[config.mk]
export PLATFORM = sky130hd
export DESIGN_NAME = ycr_wb_dmem_arb
export DESIGN_NICKNAME = d
export VERILOG_FILES = /design/src/rtl/ycr_wb_dmem_arb.sv
export SDC_FILE = /design/constraint.sdc
export NUM_CORES = 1
export LEC_CHECK = 0
export CAP_MARGIN = 15
export CORE_AREA = 8 8 130 132
export DETAILED_ROUTE_END_ITERATION = 6
export DIE_AREA = 0 0 138 140
export GPL_ROUTABILITY_DRIVEN = 0
export SLEW_MARGIN = 20
export SYNTH_ARGS = -nofsm -noshare
export SYNTH_HDL_FRONTEND = slang
export SYNTH_SLANG_ARGS = --single-unit
[constraint.sdc]
create_clock -name wb_clk -period 3.63 [get_ports wb_clk]
set_input_delay 0.363 -clock wb_clk [delete_from_list [all_inputs] [get_ports wb_clk]]
set_output_delay 0.363 -clock wb_clk [all_outputs]
set_load 0.005 [all_outputs]
[src/rtl/ycr_wb_dmem_arb.sv]
// Two-master round-robin Wishbone arbiter in front of one burst-capable data bus.
// Optional hung-slave timeout: define YCR_WB_ARB_TMO_EN.
module ycr_wb_dmem_arb #(
  parameter int AW      = 32,
  parameter int DW      = 32,
  parameter int BLW     = 10
`ifdef YCR_WB_ARB_TMO_EN
 ,parameter int TMO_CYC = 1023
`endif
) (
  input  logic           wb_clk,
  input  logic           wb_rst,
  input  logic           m0_cyc_i,
  input  logic           m0_stb_i,
  input  logic [AW-1:0]  m0_adr_i,
  input  logic           m0_we_i,
  input  logic [DW-1:0]  m0_dat_i,
  input  logic [3:0]     m0_sel_i,
  input  logic [BLW-1:0] m0_bl_i,
  input  logic           m0_bry_i,
  output logic [DW-1:0]  m0_dat_o,
  output logic           m0_ack_o,
  output logic           m0_lack_o,
  output logic           m0_err_o,
  input  logic           m1_cyc_i,
  input  logic           m1_stb_i,
  input  logic [AW-1:0]  m1_adr_i,
  input  logic           m1_we_i,
  input  logic [DW-1:0]  m1_dat_i,
  input  logic [3:0]     m1_sel_i,
  input  logic [BLW-1:0] m1_bl_i,
  input  logic           m1_bry_i,
  output logic [DW-1:0]  m1_dat_o,
  output logic           m1_ack_o,
  output logic           m1_lack_o,
  output logic           m1_err_o,
  output logic           s_cyc_o,
  output logic           s_stb_o,
  output logic           s_we_o,
  output logic           s_bry_o,
  output logic [AW-1:0]  s_adr_o,
  output logic [DW-1:0]  s_dat_o,
  output logic [3:0]     s_sel_o,
  output logic [BLW-1:0] s_bl_o,
  input  logic [DW-1:0]  s_dat_i,
  input  logic           s_ack_i,
  input  logic           s_lack_i,
  input  logic           s_err_i,
  output logic [1:0]     gnt_o
);

  typedef struct packed {
    logic           cyc;
    logic           stb;
    logic           we;
    logic           bry;
    logic [AW-1:0]  adr;
    logic [DW-1:0]  dat;
    logic [3:0]     sel;
    logic [BLW-1:0] bl;
  } mreq_t;

  // Encoding doubles as the one-hot grant vector.
  typedef enum logic [1:0] {IDLE = 2'b00, GNT0 = 2'b01, GNT1 = 2'b10} state_t;

  state_t      state, nxt;
  logic        last_gnt, nxt_last;
  mreq_t [1:0] mreq;
  mreq_t       s_bus;
  logic  [1:0] req, m_ack, m_lack, m_err;
  logic        sel_m, granted, tmo_hit, end_c;

  assign mreq[0] = {m0_cyc_i, m0_stb_i, m0_we_i, m0_bry_i, m0_adr_i, m0_dat_i, m0_sel_i, m0_bl_i};
  assign mreq[1] = {m1_cyc_i, m1_stb_i, m1_we_i, m1_bry_i, m1_adr_i, m1_dat_i, m1_sel_i, m1_bl_i};
  assign req     = {m1_cyc_i & m1_stb_i, m0_cyc_i & m0_stb_i};
  assign granted = (state != IDLE);
  assign sel_m   = (state == GNT1);

`ifdef YCR_WB_ARB_TMO_EN
  logic [15:0] tmo_cnt;

  always_ff @(posedge wb_clk) begin
    if (wb_rst || !granted || s_ack_i) tmo_cnt <= '0;
    else                               tmo_cnt <= tmo_cnt + 16'd1;
  end

  assign tmo_hit = granted && (tmo_cnt == 16'(TMO_CYC));
`else
  assign tmo_hit = 1'b0;
`endif

  assign end_c = (s_ack_i & s_lack_i) | s_err_i | ~mreq[sel_m].cyc | tmo_hit;

  always_ff @(posedge wb_clk) begin
    if (wb_rst) begin
      state    <= IDLE;
      last_gnt <= 1'b1;
    end else begin
      state    <= nxt;
      last_gnt <= nxt_last;
    end
  end

  always_comb begin
    nxt      = state;
    nxt_last = last_gnt;
    s_bus    = '0;
    m_ack    = '0;
    m_lack   = '0;
    m_err    = '0;
    case (state)
      IDLE: begin
        if (req[0] && req[1]) nxt = last_gnt ? GNT0 : GNT1;
        else if (req[0])      nxt = GNT0;
        else if (req[1])      nxt = GNT1;
      end
      GNT0, GNT1: begin
        // Exit always passes through IDLE so the other master gets its turn.
        if (end_c) begin
          nxt      = IDLE;
          nxt_last = sel_m;
        end
        s_bus = mreq[sel_m];
        if (tmo_hit) begin
          s_bus.cyc = 1'b0;
          s_bus.stb = 1'b0;
        end
        m_ack[sel_m]  = s_ack_i & ~tmo_hit;
        m_lack[sel_m] = s_lack_i & ~tmo_hit;
        m_err[sel_m]  = s_err_i | tmo_hit;
      end
      default: nxt = IDLE;
    endcase
  end

  assign s_cyc_o   = s_bus.cyc;
  assign s_stb_o   = s_bus.stb;
  assign s_we_o    = s_bus.we;
  assign s_bry_o   = s_bus.bry;
  assign s_adr_o   = s_bus.adr;
  assign s_dat_o   = s_bus.dat;
  assign s_sel_o   = s_bus.sel;
  assign s_bl_o    = s_bus.bl;
  assign m0_dat_o  = s_dat_i;
  assign m1_dat_o  = s_dat_i;
  assign m0_ack_o  = m_ack[0];
  assign m1_ack_o  = m_ack[1];
  assign m0_lack_o = m_lack[0];
  assign m1_lack_o = m_lack[1];
  assign m0_err_o  = m_err[0];
  assign m1_err_o  = m_err[1];
  assign gnt_o     = state;

endmodule

---- Word level (Yosys, flattened, before mapping) ----
Index checks and enable logic that the tools add are counted.
operators by class
  order comparisons ....................... 2
  bitwise gates (word level) .............. 9
  muxes and demuxes ....................... 14
  equal/unequal tests ..................... 4
  reduce and logical (&&, ||, !) cells .... 6
operator list
  kind                                                                           number
  82-bit 2-to-1 mux                                                              3
  2-bit 2-to-1 mux                                                               8
  2-bit bitwise AND                                                              3
  4-bit != test (second input constant)                                          1
  2-bit one-hot mux with 2 select lines                                          1
  2-bit AND reduction                                                            2
  1-bit bitwise AND                                                              3
  2-bit by 1-bit == test with 1-bit output (second input constant)               1
  2-bit == test (second input constant)                                          1
  1-bit logical AND                                                              2
  2-bit logical NOT                                                              1
  1-bit by 2-bit less-than comparator with 1-bit output (second input constant)  1
  2-bit != test (second input constant)                                          1
  1-bit bitwise OR                                                               2
  2-bit OR reduction                                                             1
  1-bit demux with 1-bit select                                                  1
  1-bit >= comparator (second input constant)                                    1
  1-bit 2-to-1 mux                                                               1
  1-bit inverter                                                                 1
storage, ports and cells
  input bits .............................. 201
  register bits after elaboration ......... 3

---- Depth between registers and ports, before layout ----
  word-level depth ........................ 7
  depth in mapped cells ................... 7
  depth with buffers taken out ............ 5

---- Worst setup path after synthesis ----
OpenSTA, ideal clock, no wires.
  path type ............................... flip-flop to output port
  start ................................... register state[0], in the netlist gnt_o[0]
  end ..................................... output port s_dat_o[17]
  path slack .............................. 1.840 ns
  required time ........................... 3.267 ns
  data arrival time ....................... 1.427 ns
  cell stages (with the launch flop) ...... 7
  path buffers ............................ 2
  cells stage by stage .................... dfxtp_1 inv_1 ha_1 inv_1 clkbuf_1 buf_1 nor2_1
on the way
  word-level cells in the longest chain between the ends .. 4
  elaborated cells on any way between the ends .. 6
  those cells by class .................... eq/ne: 2; mux: 3; reduce/logical: 1
ends and longest elaborated chain
  what                                                  line     RTL
  start, declared                                       66       state_t state, nxt;
  start signal, assigned                                99       state <= nxt;
  2-bit == test                                         77, 111
  82-bit 2-to-1 mux (not written as such) (2 in a row)  123      s_bus = mreq[sel_m];
  82-bit 2-to-1 mux (*)                                 111      case (state)
  end, declared                                         42       output logic [DW-1:0] s_dat_o,
Mark *: on every way between the ends. The rest lies on a longest branch, timed or not. The select of a mux whose other input is x is not followed.

---- Final worst setup path ----
  start ................................... register state[0], in the netlist gnt_o[0]
  end ..................................... output port s_adr_o[21]
on the way
  word-level cells in the longest chain between the ends .. 4
  elaborated cells on any way between the ends .. 6
  those cells by class .................... eq/ne: 2; mux: 3; reduce/logical: 1
ends and longest elaborated chain
  what                                                  line  RTL
  2-bit == test (*)                                     77    assign sel_m = (state == GNT1);
  net sel_m                                             71    logic sel_m, granted, tmo_hit, end_c;
  82-bit 2-to-1 mux (not written as such) (2 in a row)  123
  82-bit 2-to-1 mux (*)                                 111
  end, declared                                         41    output logic [AW-1:0] s_adr_o,
The timed path passes the listed nets; every way through them passes the cells marked *. The select of a mux whose other input is x is not followed.

==> flow_summary.yaml <==
die:
  core_mm2: 0.0149
  dieArea_mm2: 0.0193
  start_util: 0.132
  io_pins: 355
  die_h_um: 140
  num_rows: 45
  die_w_um: 138
sta:
  clock-skew-final_ns: 0.00207
  fmaxAchievable_mhz: 362
  fin_crit_ns: 2.76
  min_period_over_period: 0.761
  slew_headroom: 0.636
  maxSlewViolCount: 0
  rsz0062_at_grt: "no"
  setup_tns_ns: 0
  setup_violations: 0
  worst_slew_pin_slew_ns: 0.546
  finalHoldViolations: 0
critical_path:
  crit_arrival_ns: 2.40
  cpPeakStageDelay_ns: 0.51
  crit_required_ns: 3.27
  path_class: "reg2out"
  end_kind: "output pin"
  critPathLaunchType: "flop"
  critical_path.max_fanout: 41
  cpMaxStageDelayCell: "ha_4"
  crit_buf_inv: 3
  path_cells: "inv_1 > ha_4 > buf_12 > mux2i_1 > nor2_1 > clkdlybuf4s50_1"
  crit_family: "buffers and inverters"
final_layout:
  drive_gt1_frac: 0.0194
  nets: 667
  final_area_mm2: 0.00434
  final_cells: 651
  fill_cells: 1609
  multiInputGateArea_mm2: 0.00133
  syn_to_final_growth_pct: 121
  n_antenna_cell: 0
  regArea_um2: 60.1
yosys:
  synthCells: 280
  yosys-top-cells-count: "mux2i_1 (84), nor2_1 (83), buf_4 (68)"
  seq_area_frac_synth: 0.0306
  synth_edf_count: 0
  ys_seq_elements: 3
  ys_types: 21
  synth_nets: 483
  ys_warn_count: 0
  yosys.area.top_type: "mux2i_1"
  netlist_area_mm2: 0.00196
  yosys-top-cells-area: "mux2i_1 (43%), buf_4 (26%), nor2_1 (16%)"
  synth_top_area_frac: 0.429
  ys.flop_type: "dfxtp_1"
  async_reset_ff_frac: 0
  avgSynthCellArea_um2: 7.01
  synth.most_common_cell: "mux2i_1"
routing:
  firstDrtPassIters: 4
  wire_per_inst_um: 16.4
  ant_nets: 0
  drt_iter0_drc: 76
  routed_wl_um: 10700
  drc_errors: 0
  viasPerCell: 3.91
  vias: 2544
clock_network:
  post-cts-setup-buffers: 0
  cts_resized: 0
  clk_latency_ns: 0.23
  cts_buffers: 3
  clock_path_buffers: 2
  hold_buffers: 0
  clk_pin_slew_worst_paths_ns: 0.03
  htreeDepth: 1
  cts_sinks: 3
  cts_tree: "done"
  clock-root-buffer: "clkbuf_16"
power_and_ir_drop:
  ir_worst_vdd_mv: 0.177
  p_leak_nw: 1.57
  pwr_density_cell_mw_per_mm2: 308
place:
  dp_hpwl_um: 9360
  place_area_mm2: 0.00426
  port_buffers: 258
  dp_cells: 647
grt:
  grt_use_total: 0.101
  first_global_vias: 2815
  grt_max_degree: 44
  antenna_found_initial: 0
  grt.overflow.total: 0
  grt_first_pass_wirelength_um: 15900
job:
  drv_cap: 0
min_path:
  hp-class: "reg2reg"
status:
  status: "complete, no violations"
## worst register-to-register path, cell delays in order, from the launching register on
cell	delay, ns
dfxtp_1	0.31
inv_1	0.12
ha_4	0.51
mux2i_1	0.35
o21ai_0	0.14
a211o_1	0.30
## state kept, by name (all words and copies together) (netlist names)
| register | flops |
|---|---|
| last_gnt | 1 |
| gnt_o | 2 |
## cell usage in the layout, fill, tap and decap left out, types with 2 or more instances in the layout
cell type	n
clkbuf_16	3
nand2b_1	2
clkdlybuf4s50_1	258
and2_1	6
a21oi_1	2
inv_1	3
o21ai_0	2
mux2i_1	84
buf_4	3
nor2_1	83
nand2_1	2
dfxtp_1	3
## final timing paths
path | startpoint | end | slack, ns | cells after the start
worst max-delay path | gnt_o[0] | s_adr_o[21] | 0.87 | 6
worst min-delay path | last_gnt | last_gnt | 0.46 | 1
worst max register to register | gnt_o[0] | last_gnt | 1.79 | 5
worst min register to register | last_gnt | last_gnt | 0.46 | 1
## kinds of logic (layout without fill, tap and decap cells)
family                   count (synthesis)  count (layout)  share of synthesized area
adder cells (fa/ha/maj)                  2               2                     0.0128
buffers and inverters                   87             270                      0.300
multiplexers                            84              84                      0.429
AND/OR/NAND/NOR                         96              96                      0.200
AO/OA/AOI/OAI                            8               8                     0.0281
flip-flops                               3               3                     0.0306
## layout make-up
type                    instances  share of cell area
multi-input cells             190               0.305
flip-flops and latches          3              0.0138
inverters                       4             0.00346
repair buffers                262               0.605
well taps                     188              0.0542
clock buffers                   4              0.0182
## where the power goes
group / leakage (nW) / internal (W) / total, W / switching [W]
logic: 1.50 / 0.000678 / 0.00112 / 0.000438
registers: 0.0247 / 0.0000395 / 0.0000448 / 0.00000534
clock network: 0.0382 / 0.000145 / 0.000177 / 0.0000319
total: 1.57 / 0.000863 / 0.00134 / 0.000475
## per-stage QoR
step,hold WS [ns],util,total power [W],setup slack (ns)
final,0.462,0.292,0.00134,0.866
after detailed placement,0.459,0.287,0.00118,1.09
after CTS,0.466,0.292,0.00136,0.828
after floorplan,0.428,-,0.000580,1.84
after global routing,0.491,0.292,0.00143,0.722
after global placement,0.444,0.287,0.00116,1.16
## routing by layer
layer	GRT usage	part of all wire	vias to the layer above
met3	0.0446	0.10	39
met1	0.103	0.37	1115
met5	0	0	-
li1	-	-	1223
met2	0.180	0.50	167
met4	0.0349	0.027	0
(Power assumes the default switching activity.)
